$ cat src/rtl/alu_seq_pkg.sv
// rtl/alu_seq_pkg.sv - opcode, ALU operation and FSM state encodings for the ALU op sequencer
package alu_seq_pkg;

  localparam logic [2:0] OPC_AND   = 3'b000;
  localparam logic [2:0] OPC_OR    = 3'b001;
  localparam logic [2:0] OPC_ADD   = 3'b010;
  localparam logic [2:0] OPC_SUB   = 3'b011;
  localparam logic [2:0] OPC_SLT   = 3'b100;
  localparam logic [2:0] OPC_ADD64 = 3'b101;
  localparam logic [2:0] OPC_SUB64 = 3'b110;
  localparam logic [2:0] OPC_ILL   = 3'b111;

  localparam logic [1:0] OP_AND = 2'b00;
  localparam logic [1:0] OP_OR  = 2'b01;
  localparam logic [1:0] OP_ADD = 2'b10;

  localparam logic [1:0] ST_IDLE = 2'd0;
  localparam logic [1:0] ST_LO   = 2'd1;
  localparam logic [1:0] ST_HI   = 2'd2;
  localparam logic [1:0] ST_RESP = 2'd3;

endpackage

$ cat src/rtl/alu_op_decode.sv
// rtl/alu_op_decode.sv - combinational opcode to ALU control line decode
module alu_op_decode
  import alu_seq_pkg::*;
(
  input  logic [2:0] op,
  output logic       binvert,
  output logic       carryin,
  output logic [1:0] operation,
  output logic       is_wide,
  output logic       is_slt,
  output logic       is_err
);

  always_comb begin
    binvert   = 1'b0;
    carryin   = 1'b0;
    operation = OP_AND;
    case (op)
      OPC_OR:            operation = OP_OR;
      OPC_ADD,
      OPC_ADD64:         operation = OP_ADD;
      OPC_SUB,
      OPC_SLT,
      OPC_SUB64: begin
        binvert   = 1'b1;
        carryin   = 1'b1;
        operation = OP_ADD;
      end
      default:           operation = OP_AND;
    endcase
  end

  assign is_wide = (op == OPC_ADD64) || (op == OPC_SUB64);
  assign is_slt  = (op == OPC_SLT);
  assign is_err  = (op == OPC_ILL);

endmodule

$ cat src/rtl/alu_op_sequencer.sv
// rtl/alu_op_sequencer.sv - request/response front end sequencing one or two ALU passes per op
module alu_op_sequencer
  import alu_seq_pkg::*;
#(
  parameter int WIDTH = 32
) (
  input  logic             clk,
  input  logic             rst_n,
  input  logic             req_valid,
  output logic             req_ready,
  input  logic [2:0]       req_op,
  input  logic [WIDTH-1:0] req_a_lo,
  input  logic [WIDTH-1:0] req_b_lo,
  input  logic [WIDTH-1:0] req_a_hi,
  input  logic [WIDTH-1:0] req_b_hi,
  output logic [WIDTH-1:0] alu_a,
  output logic [WIDTH-1:0] alu_b,
  output logic             alu_binvert,
  output logic             alu_carryin,
  output logic [1:0]       alu_operation,
  input  logic [WIDTH-1:0] alu_result,
  input  logic             alu_carryout,
  output logic             rsp_valid,
  input  logic             rsp_ready,
  output logic [WIDTH-1:0] rsp_result_lo,
  output logic [WIDTH-1:0] rsp_result_hi,
  output logic             rsp_carry,
  output logic             rsp_err
);

  logic [1:0]       state;
  logic [2:0]       op_q;
  logic [WIDTH-1:0] a_lo_q, b_lo_q, a_hi_q, b_hi_q;
  logic             carry_lo_q;

  logic       d_binvert, d_carryin, d_is_wide, d_is_slt, d_is_err;
  logic [1:0] d_operation;
  logic       slt_ovf, slt_bit, is_arith;

  alu_op_decode u_decode (
    .op        (op_q),
    .binvert   (d_binvert),
    .carryin   (d_carryin),
    .operation (d_operation),
    .is_wide   (d_is_wide),
    .is_slt    (d_is_slt),
    .is_err    (d_is_err)
  );

  // Signed compare from the subtract pass, corrected for two's-complement overflow
  assign slt_ovf  = (a_lo_q[WIDTH-1] != b_lo_q[WIDTH-1]) && (alu_result[WIDTH-1] != a_lo_q[WIDTH-1]);
  assign slt_bit  = alu_result[WIDTH-1] ^ slt_ovf;
  assign is_arith = (d_operation == OP_ADD) && !d_is_slt;

  assign req_ready = rst_n && (state == ST_IDLE);
  assign rsp_valid = (state == ST_RESP);

  always_comb begin
    alu_a         = '0;
    alu_b         = '0;
    alu_binvert   = 1'b0;
    alu_carryin   = 1'b0;
    alu_operation = OP_AND;
    case (state)
      ST_LO: begin
        alu_a         = a_lo_q;
        alu_b         = b_lo_q;
        alu_binvert   = d_binvert;
        alu_carryin   = d_carryin;
        alu_operation = d_operation;
      end
      ST_HI: begin
        alu_a         = a_hi_q;
        alu_b         = b_hi_q;
        alu_binvert   = d_binvert;
        alu_carryin   = carry_lo_q;
        alu_operation = OP_ADD;
      end
      default: ;
    endcase
  end

  always_ff @(posedge clk or negedge rst_n) begin
    if (!rst_n) begin
      state         <= ST_IDLE;
      op_q          <= '0;
      a_lo_q        <= '0;
      b_lo_q        <= '0;
      a_hi_q        <= '0;
      b_hi_q        <= '0;
      carry_lo_q    <= 1'b0;
      rsp_result_lo <= '0;
      rsp_result_hi <= '0;
      rsp_carry     <= 1'b0;
      rsp_err       <= 1'b0;
    end else begin
      case (state)
        ST_IDLE: begin
          if (req_valid) begin
            op_q   <= req_op;
            a_lo_q <= req_a_lo;
            b_lo_q <= req_b_lo;
            a_hi_q <= req_a_hi;
            b_hi_q <= req_b_hi;
            state  <= ST_LO;
          end
        end
        ST_LO: begin
          rsp_err <= d_is_err;
          if (d_is_wide) begin
            rsp_result_lo <= alu_result;
            carry_lo_q    <= alu_carryout;
            state         <= ST_HI;
          end else begin
            rsp_result_hi <= '0;
            if (d_is_err) begin
              rsp_result_lo <= '0;
              rsp_carry     <= 1'b0;
            end else if (d_is_slt) begin
              rsp_result_lo <= {{(WIDTH-1){1'b0}}, slt_bit};
              rsp_carry     <= 1'b0;
            end else begin
              rsp_result_lo <= alu_result;
              rsp_carry     <= is_arith ? alu_carryout : 1'b0;
            end
            state <= ST_RESP;
          end
        end
        ST_HI: begin
          rsp_result_hi <= alu_result;
          rsp_carry     <= alu_carryout;
          state         <= ST_RESP;
        end
        ST_RESP: begin
          if (rsp_ready) state <= ST_IDLE;
        end
        default: state <= ST_IDLE;
      endcase
    end
  end

endmodule

$ cat config.mk
export PLATFORM = sky130hd
export DESIGN_NAME = alu_op_sequencer
export DESIGN_NICKNAME = d
export VERILOG_FILES = /design/src/rtl/alu_seq_pkg.sv /design/src/rtl/alu_op_decode.sv /design/src/rtl/alu_op_sequencer.sv
export SDC_FILE = /design/constraint.sdc
export NUM_CORES = 1
export LEC_CHECK = 0
export BUFFER_PORTS_ARGS = -buffer_cell sky130_fd_sc_hd__buf_4
export CORE_MARGIN = 1
export CORE_UTILIZATION = 53
export DETAILED_ROUTE_END_ITERATION = 7
export PLACE_DENSITY_LB_ADDON = 0.3
export SYNTH_ARGS = -nofsm -noshare
export SYNTH_HDL_FRONTEND = slang
export SYNTH_SLANG_ARGS = --single-unit
$ cat constraint.sdc
create_clock -name clk -period 3.9 [get_ports clk]
set_input_delay 0.78 -clock clk [delete_from_list [all_inputs] [get_ports clk]]
set_output_delay 0.78 -clock clk [all_outputs]
set_load 0.03 [all_outputs]
==> flow_summary.yaml <==
clock_network:
  path_clk_slew_ns: 0.07
  htreeDepth: 4
  clock-sinks: 200
  clk_latency_ns: 0.42
  clk_path_buf_depth: 2
  hold_buffers: 0
  cts-root-buf: "clkbuf_16"
  postCtsResizedCells: 0
  cts_made_buffers: 17
  cts_setup_buffers: 0
  cts_tree: "yes"
detailed_routing:
  dr.pass1.iters: 4
  routed_wl_um: 22100
  post_drt_wl_per_cell_um: 19.5
  antenna_left: 0
  drc: 0
  vias_per_cell: 5.46
  drt-initial-drc-count: 256
  num_vias: 6171
global_route:
  grt_pass1_wl_um: 34500
  antenna_found_initial: 0
  gr-total-overflow: 0
  grt_pass1_vias: 6712
  grt_util_all_layers_pct: 27.4
  grt_max_degree: 81
layout:
  n_antenna_cell: 0
  fin_nets: 1080
  nFillCells: 991
  seq_area_um2: 5000
  multi_input_comb_area_um2: 3120
  drive_gt1_share_pct: 53.0
  instances_no_fill: 1131
  synthToLayoutAreaGrowth_pct: 35.1
floorplanning:
  die_x_um: 129
  num_rows: 45
  num_io_pins: 304
  die_h_um: 129
  start_util_pct: 55.2
  core_area_um2: 15400
  die_area_um2: 16600
power_and_ir_drop:
  internal_power_mw: 6.46
  pwr-share-comb_pct: 49.8
  switchingPower_mw: 4.37
  peakVddDrop_mv: 0.534
  power_frac_clock_pct: 16.5
  sw_frac_of_total_pct: 40.3
  p_per_area_nw_per_um2: 941
  power_frac_seq_pct: 33.7
  p_leak_nw: 5.70
yosys:
  synth_top_area_cell: "dfrtp_1"
  synth_top_area_share_pct: 58.7
  syn-cell-area_um2: 8520
  synth_nets: 791
  yosysWarnings: 0
  synth.area.top_cells: "dfrtp_1, mux2_2, a22o_1"
  synthFlopType: "dfrtp_1"
  netlist_instances: 618
  synth-seq-cells: 200
  syn_area_per_cell_um2: 13.8
  synth.distinct_cells: 33
  synth-edff-count: 0
  ys_async_sr_fraction_pct: 100
  yosysSeqAreaShare_pct: 58.7
timing:
  rsz0062_at_grt: "no"
  worst_pin_slew_ns: 0.994
  fin_crit_ns: 3.41
  setup_viol: 0
  worst_clock_skew_ns: 0.00622
  tns_ns: 0
  max_slew_margin_pct: 33.7
  max_freq_mhz: 294
  hold_viol: 0
  finalCritPeriodShare_pct: 87.4
  maxSlewViolCount: 0
worst_setup_path:
  r2r_slack_ns: 1.62
  regToRegStartpoint: "state[0]"
  timing.rr.end: "b_hi_q[31]"
  critPathLaunch: "state[1]"
  worstSetupEndpointType: "primary output"
  path_class: "reg -> out"
  r2r_cells: 5
  crit_path_end: "alu_b[25]"
  crit_fanout: 43
  cp.required_ns: 3.12
  cp.arrival_ns: 2.63
  worst_setup_path_start_kind: "flop"
placed_design:
  placed_cells: 1099
  placement.io_buffers: 303
  gp_congestion: 0.811
  place.detailed.hpwl_um: 15800
min_path:
  min_path_type: "in -> async"
job:
  cap_violations: 0
run_status:
  status: "finished clean"
-- power groups by stage --
stage                     logic, mW  registers (mW)  clock network, mW
after floorplan                3.49            3.87                  0
after global placement         5.22            3.64                  0
after detailed placement       5.40            3.66                  0
after CTS                      5.43            3.65               1.82
after global routing           5.72            3.75               1.89
final                          5.39            3.65               1.78
-- sequential cells by signal, summed over array words and instances, names as in the netlist --
register	cells
a_hi_q	32
a_lo_q	32
b_hi_q	32
b_lo_q	32
carry_lo_q	1
op_q	3
rsp_carry	1
rsp_err	1
rsp_result_hi	32
rsp_result_lo	32
state	2
-- layout make-up --
cell class	count	area share [%]
clock inverters	12	1.30
flip-flops and latches	200	43.5
clock buffers	20	3.88
well taps	211	2.29
repair buffers	314	20.6
inverters	39	1.27
multi-input cells	335	27.1
-- layout by cell type (no fill, tap or decap), types with 2 or more instances in the layout --
| cell type | instances |
|---|---|
| mux2i_1 | 34 |
| a221o_1 | 2 |
| ha_1 | 5 |
| inv_1 | 38 |
| nand2_1 | 37 |
| and2_1 | 2 |
| buf_4 | 312 |
| a21oi_1 | 2 |
| clkinv_2 | 5 |
| clkinv_4 | 3 |
| bufinv_16 | 3 |
| mux2_2 | 132 |
| clkbuf_1 | 2 |
| clkbuf_8 | 2 |
| and3_2 | 2 |
| clkbuf_16 | 17 |
| dfrtp_1 | 200 |
| a22o_1 | 96 |
| nor2_1 | 5 |
-- metrics by stage --
step	cell area [um2]	hold slack [ns]	setup slack, ns	power (mW)	utilization [%]
2_1_floorplan	8520	0.470	1.45	7.36	-
3_3_place_gp	10900	0.488	1.10	8.87	70.7
3_5_place_dp	10900	0.494	0.969	9.07	70.7
4_1_cts	11500	0.302	0.482	10.9	74.6
5_1_grt	11500	0.321	0.313	11.4	74.6
6_report	11500	0.288	0.493	10.8	74.6
-- worst min-delay path by stage --
stage                    start                 to  slack [ns]  depth (start not counted)
floorplan           carry_lo_q         carry_lo_q        0.47                          2
global placement    a_lo_q[20]         a_lo_q[20]        0.49                          1
detailed placement   b_lo_q[0]          b_lo_q[0]        0.49                          1
CTS                      rst_n  rsp_result_lo[10]        0.30                          1
global route             rst_n  rsp_result_lo[10]        0.32                          1
finish                   rst_n  rsp_result_hi[17]        0.29                          1
-- cells by family (layout without fill, tap and decap cells) --
family | count (synthesis) | after routing | synth area share [%]
flops | 200 | 200 | 58.7
mux | 166 | 166 | 21.4
compound gates | 110 | 110 | 11.2
buf+inv | 83 | 385 | 4.85
simple gates | 52 | 52 | 2.57
fa+ha+maj | 5 | 5 | 0.734
xor+xnor | 2 | 2 | 0.426
-- metal layers --
| layer | vias up | global-route usage, % | share of wire [%] |
|---|---|---|---|
| met1 | 3074 | 31.9 | 38 |
| met5 | - | 0 | 0 |
| met3 | 67 | 7.53 | 7.4 |
| met2 | 254 | 46.1 | 50 |
| li1 | 2776 | - | - |
| met4 | 0 | 14.9 | 4.4 |
-- worst max-delay path, cell delays in order, from the launching register on --
cell     delay (ns)
dfrtp_1        0.41
inv_1          0.14
ha_1           0.28
inv_2          0.30
nor2_4         0.21
buf_4          0.42
a22o_1         0.25
buf_4          0.16
-- synthesized netlist by cell type, types with 3 or more instances --
cell type and number:
nor2_1 6, mux2i_1 34, nand2_1 38, buf_12 3, clkbuf_1 11, dfrtp_1 200
inv_1 38, and2_1 3, mux2_2 132, buf_2 27, ha_1 5, a22o_1 96
Power figures use the tool's default switching activity.
